**config.mk**
```make
export PLATFORM = sky130hd
export DESIGN_NAME = countdown_ctrl_flat
export DESIGN_NICKNAME = d
export VERILOG_FILES = /design/src/rtl/countdown_ctrl_if.sv /design/src/rtl/countdown_ctrl.sv /design/src/flat_wrapper.sv
export SDC_FILE = /design/constraint.sdc
export NUM_CORES = 1
export LEC_CHECK = 0
export ABC_AREA = 1
export CORE_MARGIN = 3
export CORE_UTILIZATION = 45
export CTS_BUF_LIST = sky130_fd_sc_hd__clkbuf_16
export CTS_CLUSTER_SIZE = 24
export DETAILED_ROUTE_END_ITERATION = 12
export DONT_BUFFER_PORTS = 1
export GPL_ROUTABILITY_DRIVEN = 0
export GPL_TIMING_DRIVEN = 0
export PLACE_DENSITY = 0.64
export SLEW_MARGIN = 20
export SYNTH_ARGS = -nofsm -noshare
export SYNTH_HDL_FRONTEND = slang
export SYNTH_SLANG_ARGS = --single-unit
```
**constraint.sdc**
```tcl
create_clock -name clk -period 1.8 [get_ports clk]
set_clock_uncertainty 0.05 [all_clocks]
set_input_delay 0.36 -clock clk [delete_from_list [all_inputs] [get_ports clk]]
set_output_delay 0.36 -clock clk [all_outputs]
set_load 0.05 [all_outputs]
```
**src/rtl/countdown_ctrl_if.sv**
```systemverilog
// Request/status bundle between a requester and countdown_ctrl.
// The requester (master) drives start/load_val/pause/abort; the
// controller (slave) returns count and the decoded state flags.
interface countdown_ctrl_if #(
  parameter int WIDTH = 4
);
  logic             start;
  logic [WIDTH-1:0] load_val;
  logic             pause;
  logic             abort;
  logic [WIDTH-1:0] count;
  logic             busy;
  logic             ready;
  logic             done;
  logic [1:0]       state;

  modport master (
    output start, load_val, pause, abort,
    input  count, busy, ready, done, state
  );

  modport slave (
    input  start, load_val, pause, abort,
    output count, busy, ready, done, state
  );
endinterface

```
**src/rtl/countdown_ctrl.sv**
```systemverilog
// countdown_ctrl: loads a start value, decrements it once every PRESCALE
// clocks and stops at zero with a one-cycle done pulse. Pause freezes the
// count and prescaler; abort returns to IDLE with the count cleared.
// Optional feature macro COUNTDOWN_CTRL_AUTO_RELOAD_EN: after DONE the
// count reloads from the last accepted load_val and runs again, until abort.
module countdown_ctrl #(
  parameter int WIDTH    = 4,
  parameter int PRESCALE = 1
) (
  input  logic            clk,
  input  logic            rst,
  countdown_ctrl_if.slave bus
);

  typedef enum logic [1:0] {
    IDLE  = 2'd0,
    RUN   = 2'd1,
    PAUSE = 2'd2,
    DONE  = 2'd3
  } state_t;

  // Prescaler value on which a tick fires (prescaler is 8 bits wide).
  localparam logic [7:0] PRESC_LAST = 8'(PRESCALE - 1);

  state_t           state_reg, state_next;
  logic [WIDTH-1:0] count_reg, count_next;
  logic [7:0]       presc_reg, presc_next;
  logic             busy_reg, ready_reg, done_reg;

`ifdef COUNTDOWN_CTRL_AUTO_RELOAD_EN
  logic [WIDTH-1:0] reload_reg, reload_next;

  // Reload register: holds load_val of the last accepted start.
  always_ff @(posedge clk or negedge rst) begin
    if (!rst) reload_reg <= '0;
    else      reload_reg <= reload_next;
  end
`endif

  // State, count and prescaler registers.
  always_ff @(posedge clk or negedge rst) begin
    if (!rst) begin
      state_reg <= IDLE;
      count_reg <= '0;
      presc_reg <= '0;
    end else begin
      state_reg <= state_next;
      count_reg <= count_next;
      presc_reg <= presc_next;
    end
  end

  // Status flags are registered from the next state so they change
  // together with state and never glitch.
  always_ff @(posedge clk or negedge rst) begin
    if (!rst) begin
      busy_reg  <= 1'b0;
      ready_reg <= 1'b1;
      done_reg  <= 1'b0;
    end else begin
      busy_reg  <= (state_next == RUN) || (state_next == PAUSE);
      ready_reg <= (state_next == IDLE);
      done_reg  <= (state_next == DONE);
    end
  end

  // Next-state logic; priority abort > pause > tick/start in every state.
  always_comb begin
    state_next = state_reg;
    count_next = count_reg;
    presc_next = presc_reg;
`ifdef COUNTDOWN_CTRL_AUTO_RELOAD_EN
    reload_next = reload_reg;
`endif
    unique case (state_reg)
      IDLE: begin
        if (!bus.abort && !bus.pause && bus.start) begin
`ifdef COUNTDOWN_CTRL_AUTO_RELOAD_EN
          reload_next = bus.load_val;
`endif
          if (bus.load_val != '0) begin
            count_next = bus.load_val;
            presc_next = '0;
            state_next = RUN;
          end else begin
            count_next = '0;
            state_next = DONE;
          end
        end
      end
      RUN: begin
        if (bus.abort) begin
          state_next = IDLE;
          count_next = '0;
          presc_next = '0;
        end else if (bus.pause) begin
          state_next = PAUSE;
        end else if (presc_reg == PRESC_LAST) begin
          presc_next = '0;
          // The last tick lands on zero; a count of 0 here is treated the
          // same way so the counter can never wrap.
          if (count_reg <= WIDTH'(1)) begin
            count_next = '0;
            state_next = DONE;
          end else begin
            count_next = count_reg - WIDTH'(1);
          end
        end else begin
          presc_next = presc_reg + 8'd1;
        end
      end
      PAUSE: begin
        if (bus.abort) begin
          state_next = IDLE;
          count_next = '0;
          presc_next = '0;
        end else if (!bus.pause) begin
          state_next = RUN;
        end
      end
      DONE: begin
        if (bus.abort) begin
          state_next = IDLE;
          count_next = '0;
          presc_next = '0;
        end else begin
`ifdef COUNTDOWN_CTRL_AUTO_RELOAD_EN
          if (reload_reg != '0) begin
            count_next = reload_reg;
            presc_next = '0;
            state_next = RUN;
          end else begin
            state_next = IDLE;
          end
`else
          state_next = IDLE;
`endif
        end
      end
      default: state_next = IDLE;
    endcase
  end

  assign bus.count = count_reg;
  assign bus.busy  = busy_reg;
  assign bus.ready = ready_reg;
  assign bus.done  = done_reg;
  assign bus.state = state_reg;

endmodule

```
**src/flat_wrapper.sv**
```systemverilog
// flat-port wrapper written by rule: the top's interface ports become plain ports
module countdown_ctrl_flat 
#(
  parameter int WIDTH    = 4,
  parameter int PRESCALE = 1
)
  (clk, rst, bus_start, bus_load_val, bus_pause, bus_abort, bus_count, bus_busy, bus_ready, bus_done, bus_state);
  countdown_ctrl_if #(.WIDTH(WIDTH)) bus_i ();
  input  logic clk;
  input  logic rst;
  input wire logic [$bits(bus_i.start)-1:0] bus_start;
  input wire logic [$bits(bus_i.load_val)-1:0] bus_load_val;
  input wire logic [$bits(bus_i.pause)-1:0] bus_pause;
  input wire logic [$bits(bus_i.abort)-1:0] bus_abort;
  output wire logic [$bits(bus_i.count)-1:0] bus_count;
  output wire logic [$bits(bus_i.busy)-1:0] bus_busy;
  output wire logic [$bits(bus_i.ready)-1:0] bus_ready;
  output wire logic [$bits(bus_i.done)-1:0] bus_done;
  output wire logic [$bits(bus_i.state)-1:0] bus_state;
  assign bus_i.start = bus_start;
  assign bus_i.load_val = bus_load_val;
  assign bus_i.pause = bus_pause;
  assign bus_i.abort = bus_abort;
  assign bus_count = bus_i.count;
  assign bus_busy = bus_i.busy;
  assign bus_ready = bus_i.ready;
  assign bus_done = bus_i.done;
  assign bus_state = bus_i.state;
  countdown_ctrl #(.WIDTH(WIDTH), .PRESCALE(PRESCALE)) u_core (.clk(clk), .rst(rst), .bus(bus_i));
endmodule
```
======== Yosys cells after proc, flatten, opt, wreduce, memory -nomap -nowiden ========
Index checks and enable logic that the tools add are counted.
cells by class
  magnitude comparators ................... 1
  $add $sub $neg .......................... 2
  eq/ne operators ......................... 11
  reductions and logical operators ........ 12
  muxes and demuxes ....................... 24
operators with widths
  operator             count
  $mux 8               6
  $mux 4               7
  $pmux 8 s3           1
  $mux 2               8
  $pmux 4 s3           1
  $add 8x1->8 const B  1
  $eq 2x2->1 const B   4
  $logic_not 8->1      1
  $pmux 2 s4           1
  $reduce_and 4->1     2
  $ne 2x1->1 const B   3
  $eq 2x1->1 const B   2
  $le 4x1->1 const B   1
  $logic_not 2->1      2
  $reduce_bool 4->1    1
  $sub 4x1->4 const B  1
  $ne 3x2->1 const B   1
  $ne 3x3->1 const B   1
  $logic_and 1x1->1    2
  $logic_not 1->1      2
  $reduce_or 2->1      1
  $logic_or 1x1->1     1
storage, ports and cells
  input bits .............................. 9
  register bits after elaboration ......... 17
  output and inout bits ................... 9
  word-level logic and storage cells ...... 56

======== Longest topological paths before layout ========
Gate-level depths: netlist of the first run.
  depth in word-level cells ............... 8
  mapped depth ............................ 10
  depth with buffers taken out ............ 10

======== Worst setup path before layout of the first run ========
Ideal clock, no wire load.
  kind .................................... register -> register
  start point ............................. register u_core.count_reg[0], in the netlist u_core.bus.count[0]
  end point ............................... register u_core.busy_reg, in the netlist u_core.bus.busy
  data arrival time ....................... 1.584 ns
  library setup time ...................... 0.117 ns
  cell stages (with the launch flop) ...... 11
  data required time ...................... 1.633 ns
  slack ................................... 0.049 ns
  period minus slack after synthesis ...... 1.751 ns
  path buffers ............................ 0
  cell sequence ........................... dfrtp_1 > inv_1 > ha_1 > o21ai_0 > inv_1 > nand2_1 > nand2_1 > nand2_2 > nand2_2 > nand2_1 > nand2_1
between the ends
  longest elaborated chain between the ends .. 8
  elaborated cells on any way between the ends .. 9
  those cells by class .................... order compare (1); eq/ne (2); mux (5); reduce/logical (1)
ends and longest elaborated chain
  element                                   RTL line               text
  start: declaration                        countdown_ctrl.sv:26   logic [WIDTH-1:0] count_reg, count_next;
  start signal: assignment                  countdown_ctrl.sv:48   count_reg <= count_next;
  $le 4x1->1 *                              countdown_ctrl.sv:102  if (count_reg <= WIDTH'(1)) begin
  $mux 2 *                                  countdown_ctrl.sv:102
  $mux 2 *                                  countdown_ctrl.sv:98   end else if (presc_reg == PRESC_LAST) begin
  $mux 2 *                                  countdown_ctrl.sv:96   end else if (bus.pause) begin
  $mux 2 *                                  countdown_ctrl.sv:92   if (bus.abort) begin
  $pmux 2 s4 *                              countdown_ctrl.sv:75   unique case (state_reg)
  via u_core.state_next[1]                  countdown_ctrl.sv:25   state_t state_reg, state_next;
  $eq 2x1->1 or $eq 2x2->1 (tied branches)  countdown_ctrl.sv:61   busy_reg <= (state_next == RUN) || (state_next == PAUSE);
  $logic_or 1x1->1 *                        countdown_ctrl.sv:61
  end signal: assignment                    countdown_ctrl.sv:61
  end: declaration                          countdown_ctrl.sv:28   logic busy_reg, ready_reg, done_reg;
The timed path passes the listed nets; every way through them passes the cells marked *.
A chain may end at the register's enable or synchronous reset.

======== Final worst setup path of the first run ========
Ends and elaborated chain as after synthesis.

==> impl_results.md, run 1 <==
- Hpwl dp: 1710 um
- Most used cell, CP: nand2_1
- Crit-path slowest cell: dfrtp_2
- Setup_tns: 0 ns
- Clock Path Buffers: 2
- Post-Synth Simple-Gate Area: 0.339
- 1st-iter DRT viols: 34
- H-tree Lvls: 1
- Adder-Cell Fraction of Synth Area: 0.0459
- Setup crit start kind: flip-flop
- Clock period minus final worst setup slack: 1.68 ns
- Fmax: approximately 0.6 GHz
- Die area: a little over 3000 sq um
- Synth top cells by count: nand2_1 (37), dfrtp_1 (16), inv_1 (14), nor2_1 (14)
- Pin count of the biggest net entering global routing: 18
- Worst EP required: approximately 1.9 ns
- Rows: 17
- Max FO, Critical Path: 4
- Synthesized cell area: between 1000 and 1500 sq um
- Final max-slew violation count: 0
- Most frequent cell after synthesis: nand2_1
- Die H: approximately 55 um
- Mapped Cells: approximately 140
- Sink Count: 17
- Final ANT Viol Nets: 0
- Post-synthesis mux area share: 0
- Pwr dens: 1040 nW/um^2
- Hold Path Class: input port to flip-flop
- Synth Area in XOR/XNOR: 0.0402
- Worst setup EP type: flip-flop
- Outcome: finished clean
- Rel. slew slack: 0.485
- Area leader, netlist: dfrtp_1
- Final Power: about 1.3 mW
- Sequential fraction of the synthesis area: 0.392
- Die width: 55.2 um
- CTS clk-pin slew, worst paths: about 0.050 ns
- Cell chain of the critical path: inv_1 -> ha_1 -> o21ai_2 -> inv_1 -> nand2_1 -> nand2_1 -> nand2_2 -> nand2_2 -> nand2_1 -> nand2_1
- Worst-margin pin slew: around 0.77 ns
- Asr flop ratio synth: 1.00
- Yosys top cell area share: 0.367
- Routed wire length: 2250 um
- Layout cells sized above 1: 0.195
- Yosys warns: 0
- Port bufs: 0
- First-pass GRT wire length: roughly 4000 um
- I/O pins: 18
- Clk_lat worst skew: 0.25 ns
- Compound-Gate Fraction of Synth Area: 0.115
- Hold Violations, Final: 0
- Critical Path Max Stage Delay: 0.54 ns
- Largest register FFs: 8
- Post-Syn Nets: ~160
- Worst Path Arrival: 1.77 ns
- Net count, final: 163
- Root Driver: clkbuf_16
- Synthesized area per cell: around 7.6 sq um
- Max VDD drop: approximately 0.00072 V
- CORE AREA: 2250 sq um
- Vias in the first global route: between 900 and 1,000
- Initial Util: 0.483
- Total grt overflow: 0
- Placed cells: around 170
- GRT Total Usage: 0.162
- DR DRC count: 0
- Ant diodes: 0
- Area contributors post-synth: dfrtp_1 (37%), nand2_1 (13%), inv_1 (4.8%), nor2_1 (4.8%), ha_1 (4.6%)
- Main combinational cell family by area after synthesis: simple AND/OR/NAND/NOR gates
- RSZ-0062 raised after global routing: no
- DR vias/cell: around 5.2
- TritonRoute pass-1 iters: 4
- Top_reg_cell synth: dfrtp_1
- CTS tree: yes
- TritonCTS buffer count: 3
- Vias: just over 900
- Netlist cell types: 25
- Yosys reg bits: 17
- Max-Cap Viols: 0
- Fill cells: between 200 and 250
- Buf/Inv on CP: 2
- # setup viols final: 0
- Leak Pwr: 0.578 nW
- Finished Cell Area: between 1000 and 1500 sq um
- Placement Cell Area: around 1100 sq um
- Tcrit/Tclk final: 0.933
- Finished Layout Cells: roughly 180
- Crit path kind: flip-flop to flip-flop
- Initial antenna violation count: 0
- WL/cell: 12.7 um
- Crit path max-delay family: flip-flops
- Post-synth EDFFs: 0
- P&R area growth vs syn: 12.3%
## power by group
part | internal (mW) | switching (mW)
registers | 0.422 | 0.170
logic | 0.0948 | 0.144
clock network | 0.297 | 0.145
## worst paths after layout
path	start	to	slack, ns	depth (start not counted)
worst min-delay path	bus_load_val[3]	u_core.bus.count[3]$_DFFE_PN0P_	0.27	4
min in group asynchronous	rst	u_core.presc_reg[0]$_DFFE_PN0P_	0.58	1
worst max-delay path	u_core.bus.count[0]$_DFFE_PN0P_	u_core.bus.busy$_DFF_PN0_	0.12	10
max in group asynchronous	rst	u_core.bus.state[1]$_DFF_PN0_	0.59	1
worst min register to register	u_core.presc_reg[7]$_DFFE_PN0P_	u_core.presc_reg[7]$_DFFE_PN0P_	0.50	2
worst max register to register	u_core.bus.count[0]$_DFFE_PN0P_	u_core.bus.busy$_DFF_PN0_	0.12	10
## through the flow
step | worst slack, ns | util | hold slack [ns]
CTS | 0.0138 | 0.540 | 0.266
detailed placement | -0.167 | 0.499 | 0.0150
global placement | -0.109 | 0.499 | 0.0150
global route | 0.00251 | 0.543 | 0.300
finish | 0.121 | 0.543 | 0.266
floorplan | 0.0489 | - | 0.0144
## worst register-to-register path: cells and delay by family, from the launching register on
kind,cells,cell delay [ns]
compound gates,1,0.16
flops,1,0.54
simple gates,6,0.37
buf+inv,2,0.18
fa+ha+maj,1,0.26
## cell type report
type	count	area [sq um]	area share
multi-input cells	108	592	0.484
flip-flops and latches	17	432	0.353
clock buffers	3	75.1	0.0613
inverters	18	67.6	0.0552
well taps	28	35.0	0.0286
repair buffers	1	10.0	0.00818
plain buffers	1	7.51	0.00613
clock inverters	1	5.00	0.00409
## what timing repair did
action | CTS | global route
buffers inserted | 0 | 0
endpoints found under the setup margin | 8 | 10
pin swaps | 0 | 0
hold endpoints to repair | 17 | 0
gates resized for setup | 2 | 4
hold buffers | 1 | 0
## cell usage in the layout, fill, tap and decap left out, drive strengths merged
cell / netlist / final
nand3: 12 / 12
o21ai: 15 / 15
nand4: 4 / 4
xor2: 2 / 2
inv: 18 / 18
buf: 1 / 1
nand2: 41 / 41
dfstp: 1 / 1
o21a: 1 / 1
o22ai: 2 / 2
nor2: 20 / 20
dfrtp: 16 / 16
a21oi: 3 / 3
xnor2: 3 / 3
clkinv: 0 / 1
ha: 4 / 4
clkbuf: 0 / 3
o21bai: 1 / 1
dlygate4sd3: 0 / 1
## per-layer routing
| layer | track usage | part of all wire |
|---|---|---|
| met1 | 0.182 | 0.43 |
| met2 | 0.299 | 0.52 |
| met3 | 0.0350 | 0.037 |
| met4 | 0.0521 | 0.011 |
| met5 | 0 | 0 |
## cell families (layout without fill, tap and decap cells)
family | count (synthesis) | count (layout)
and+or+nand+nor | 77 | 77
AOI/OAI and AO/OA | 22 | 22
buffers and inverters | 19 | 24
DFF | 17 | 17
xor gates and xnor gates | 5 | 5
adders and majority gates | 4 | 4
No activity file was read; power rests on OpenSTA's default activity.
==> inputs of run 2 (changes only) <==
CTS_CLUSTER_DIAMETER = 100   (was not set)
SETUP_SLACK_MARGIN = 0.5   (was not set)
==> impl_results.md, run 2 (synthesis results as in run 1) <==
- Hold Path Class: input port to asynchronous set/reset pin
- Top layer in use: met4
- Setup crit start: u_core.bus.state[0]$_DFF_PN0_
- WL met2: 1420 um
- CTS tree: yes
- Rows: 17
- Finished Layout Cells: 189
- 1st-iter DRT viols: 26
- Net count, final: 175
- Sink Count: 17
- Routed wire length: around 2600 um
- Clock period minus final worst setup slack: 1.57 ns
- RSZ-0062 raised after global routing: yes
- Setup crit start kind: flip-flop
- Cell chain of the critical path: nor2_4 -> nand4_1 -> buf_4 -> nand3_4 -> buf_6 -> nand2_1 -> o21ai_1
- I/O pins: 18
- Cell Int Power: around 0.92 mW
- Pre-CTS setup slack: ~0.23 ns
- Final worst setup slack: approximately 0.23 ns
- Max VDD drop: 0.000967 V
- Max-Cap Viols: 0
- Initial antenna violation count: 0
- Buf/Inv on CP: 2
- Worst EP required: roughly 1.9 ns
- Fin util: 0.651
- Critical Path Max Stage Delay: 0.53 ns
- WL met1: about 1100 um
- P&R area growth vs syn: 34.7%
- Ant diodes: 0
- Root Driver: clkbuf_16
- Crit path max-delay family: flip-flops
- Clock Path Buffers: 2
- Final max-slew violation count: 0
- Worst Path Arrival: 1.70 ns
- Layout cells sized above 1: 0.404
- Hpwl dp: 1750 um
- Placement Cell Area: around 1100 sq um
- Max FO, Critical Path: 5
- Vias in the first global route: roughly 1,000
- Comb power frac: 0.279
- Sequential share of power: 0.415
- Switching power: 0.550 mW
- Net Sw Frac: 0.374
- CTS clk-pin slew, worst paths: approximately 0.050 ns
- Leak Pwr: between 0.6 and 0.7 nW
- Final Power: around 1.5 mW
- Rel. slew slack: 0.476
- DR vias/cell: 5.30
- Placed cells: roughly 170
- Die width: between 50 and 60 um
- Tcrit/Tclk final: 0.872
- Pwr dens: ~1000 nW/um^2
- Met3 WL: approximately 100 um
- Setup_tns: 0 ns
- GRT Total Usage: 0.190
- Hold Violations, Final: 0
- # setup viols final: 0
- Finished Cell Area: roughly 1500 sq um
- Final ANT Viol Nets: 0
- Fmax: 0.637 GHz
- TritonRoute pass-1 iters: 4
- Most common cell after layout, fill and taps aside: nand2_1
- Vias: about 1,000
- CORE AREA: ~2300 sq um
- Die area: between 3000 and 4000 sq um
- Outcome: finished clean
- FF-to-FF Start: u_core.bus.state[0]$_DFF_PN0_
- Hold_ws: between 0.2 and 0.25 ns
- Worst setup EP type: flip-flop
- First-pass GRT wire length: 4550 um
- Largest register FFs: 8
- Die H: ~55 um
- Port bufs: 0
- Clock power frac: 0.307
- Total grt overflow: 0
- Worst-margin pin slew: slightly below 0.8 ns
- TritonCTS buffer count: 3
- Most frequent cells in the layout: nand2_1 (30), nor2_1 (13), nand3_1 (10), dfrtp_1 (10)
- DR DRC count: 0
- WL/cell: between 10 and 15 um
- Initial Util: 0.483
- Pin count of the biggest net entering global routing: 18
- Crit-path slowest cell: dfrtp_2
- Crit path kind: flip-flop to flip-flop
- Clk_lat worst skew: roughly 0.25 ns
- H-tree Lvls: 1
[run 2: final timing paths]
kind,endpoint,slack [ns],cells past startpoint
max,u_core.presc_reg[5]$_DFFE_PN0P_,0.23,7
min,u_core.presc_reg[5]$_DFFE_PN0P_,0.21,1
max reg2reg,u_core.presc_reg[5]$_DFFE_PN0P_,0.23,7
min reg2reg,u_core.presc_reg[7]$_DFFE_PN0P_,0.50,2
max in group asynchronous,u_core.bus.count[0]$_DFFE_PN0P_,0.91,1
min in group clk,u_core.bus.count[3]$_DFFE_PN0P_,0.26,4
[run 2: per-layer routing]
metal	up-vias	GRT usage
met5	-	0
met1	478	0.211
met3	7	0.0607
met2	19	0.321
li1	498	-
met4	0	0.0972
[run 2: power by group through the flow]
stage | clock, mW | combinational, mW | sequential [mW]
2_1_floorplan | 0 | 0.202 | 0.590
3_3_place_gp | 0 | 0.235 | 0.601
3_5_place_dp | 0 | 0.244 | 0.601
4_1_cts | 0.456 | 0.330 | 0.600
5_1_grt | 0.477 | 0.464 | 0.616
6_report | 0.451 | 0.410 | 0.609
[run 2: repair_timing]
action,in CTS,in global routing
hold buffers,1,0
gates cloned,1,0
setup endpoints to repair,20,35
resized for setup,19,22
pin swaps,5,5
endpoints found under the hold margin,17,0
buffers inserted,7,4
[run 2: cell type report]
class	count	area (sq um)
well taps	28	35.0
flip-flops and latches	17	437
fillers	190	787
inverters	18	77.6
plain buffers	1	11.3
clock buffers	3	75.1
clock inverters	1	5.00
multi-input cells	108	713
repair buffers	13	114
[run 2: worst reg2reg max path: stages (launching register included)]
cell,delay [ns]
dfrtp_2,0.53
nor2_4,0.23
nand4_1,0.17
buf_4,0.18
nand3_4,0.07
buf_6,0.13
nand2_1,0.05
o21ai_1,0.08
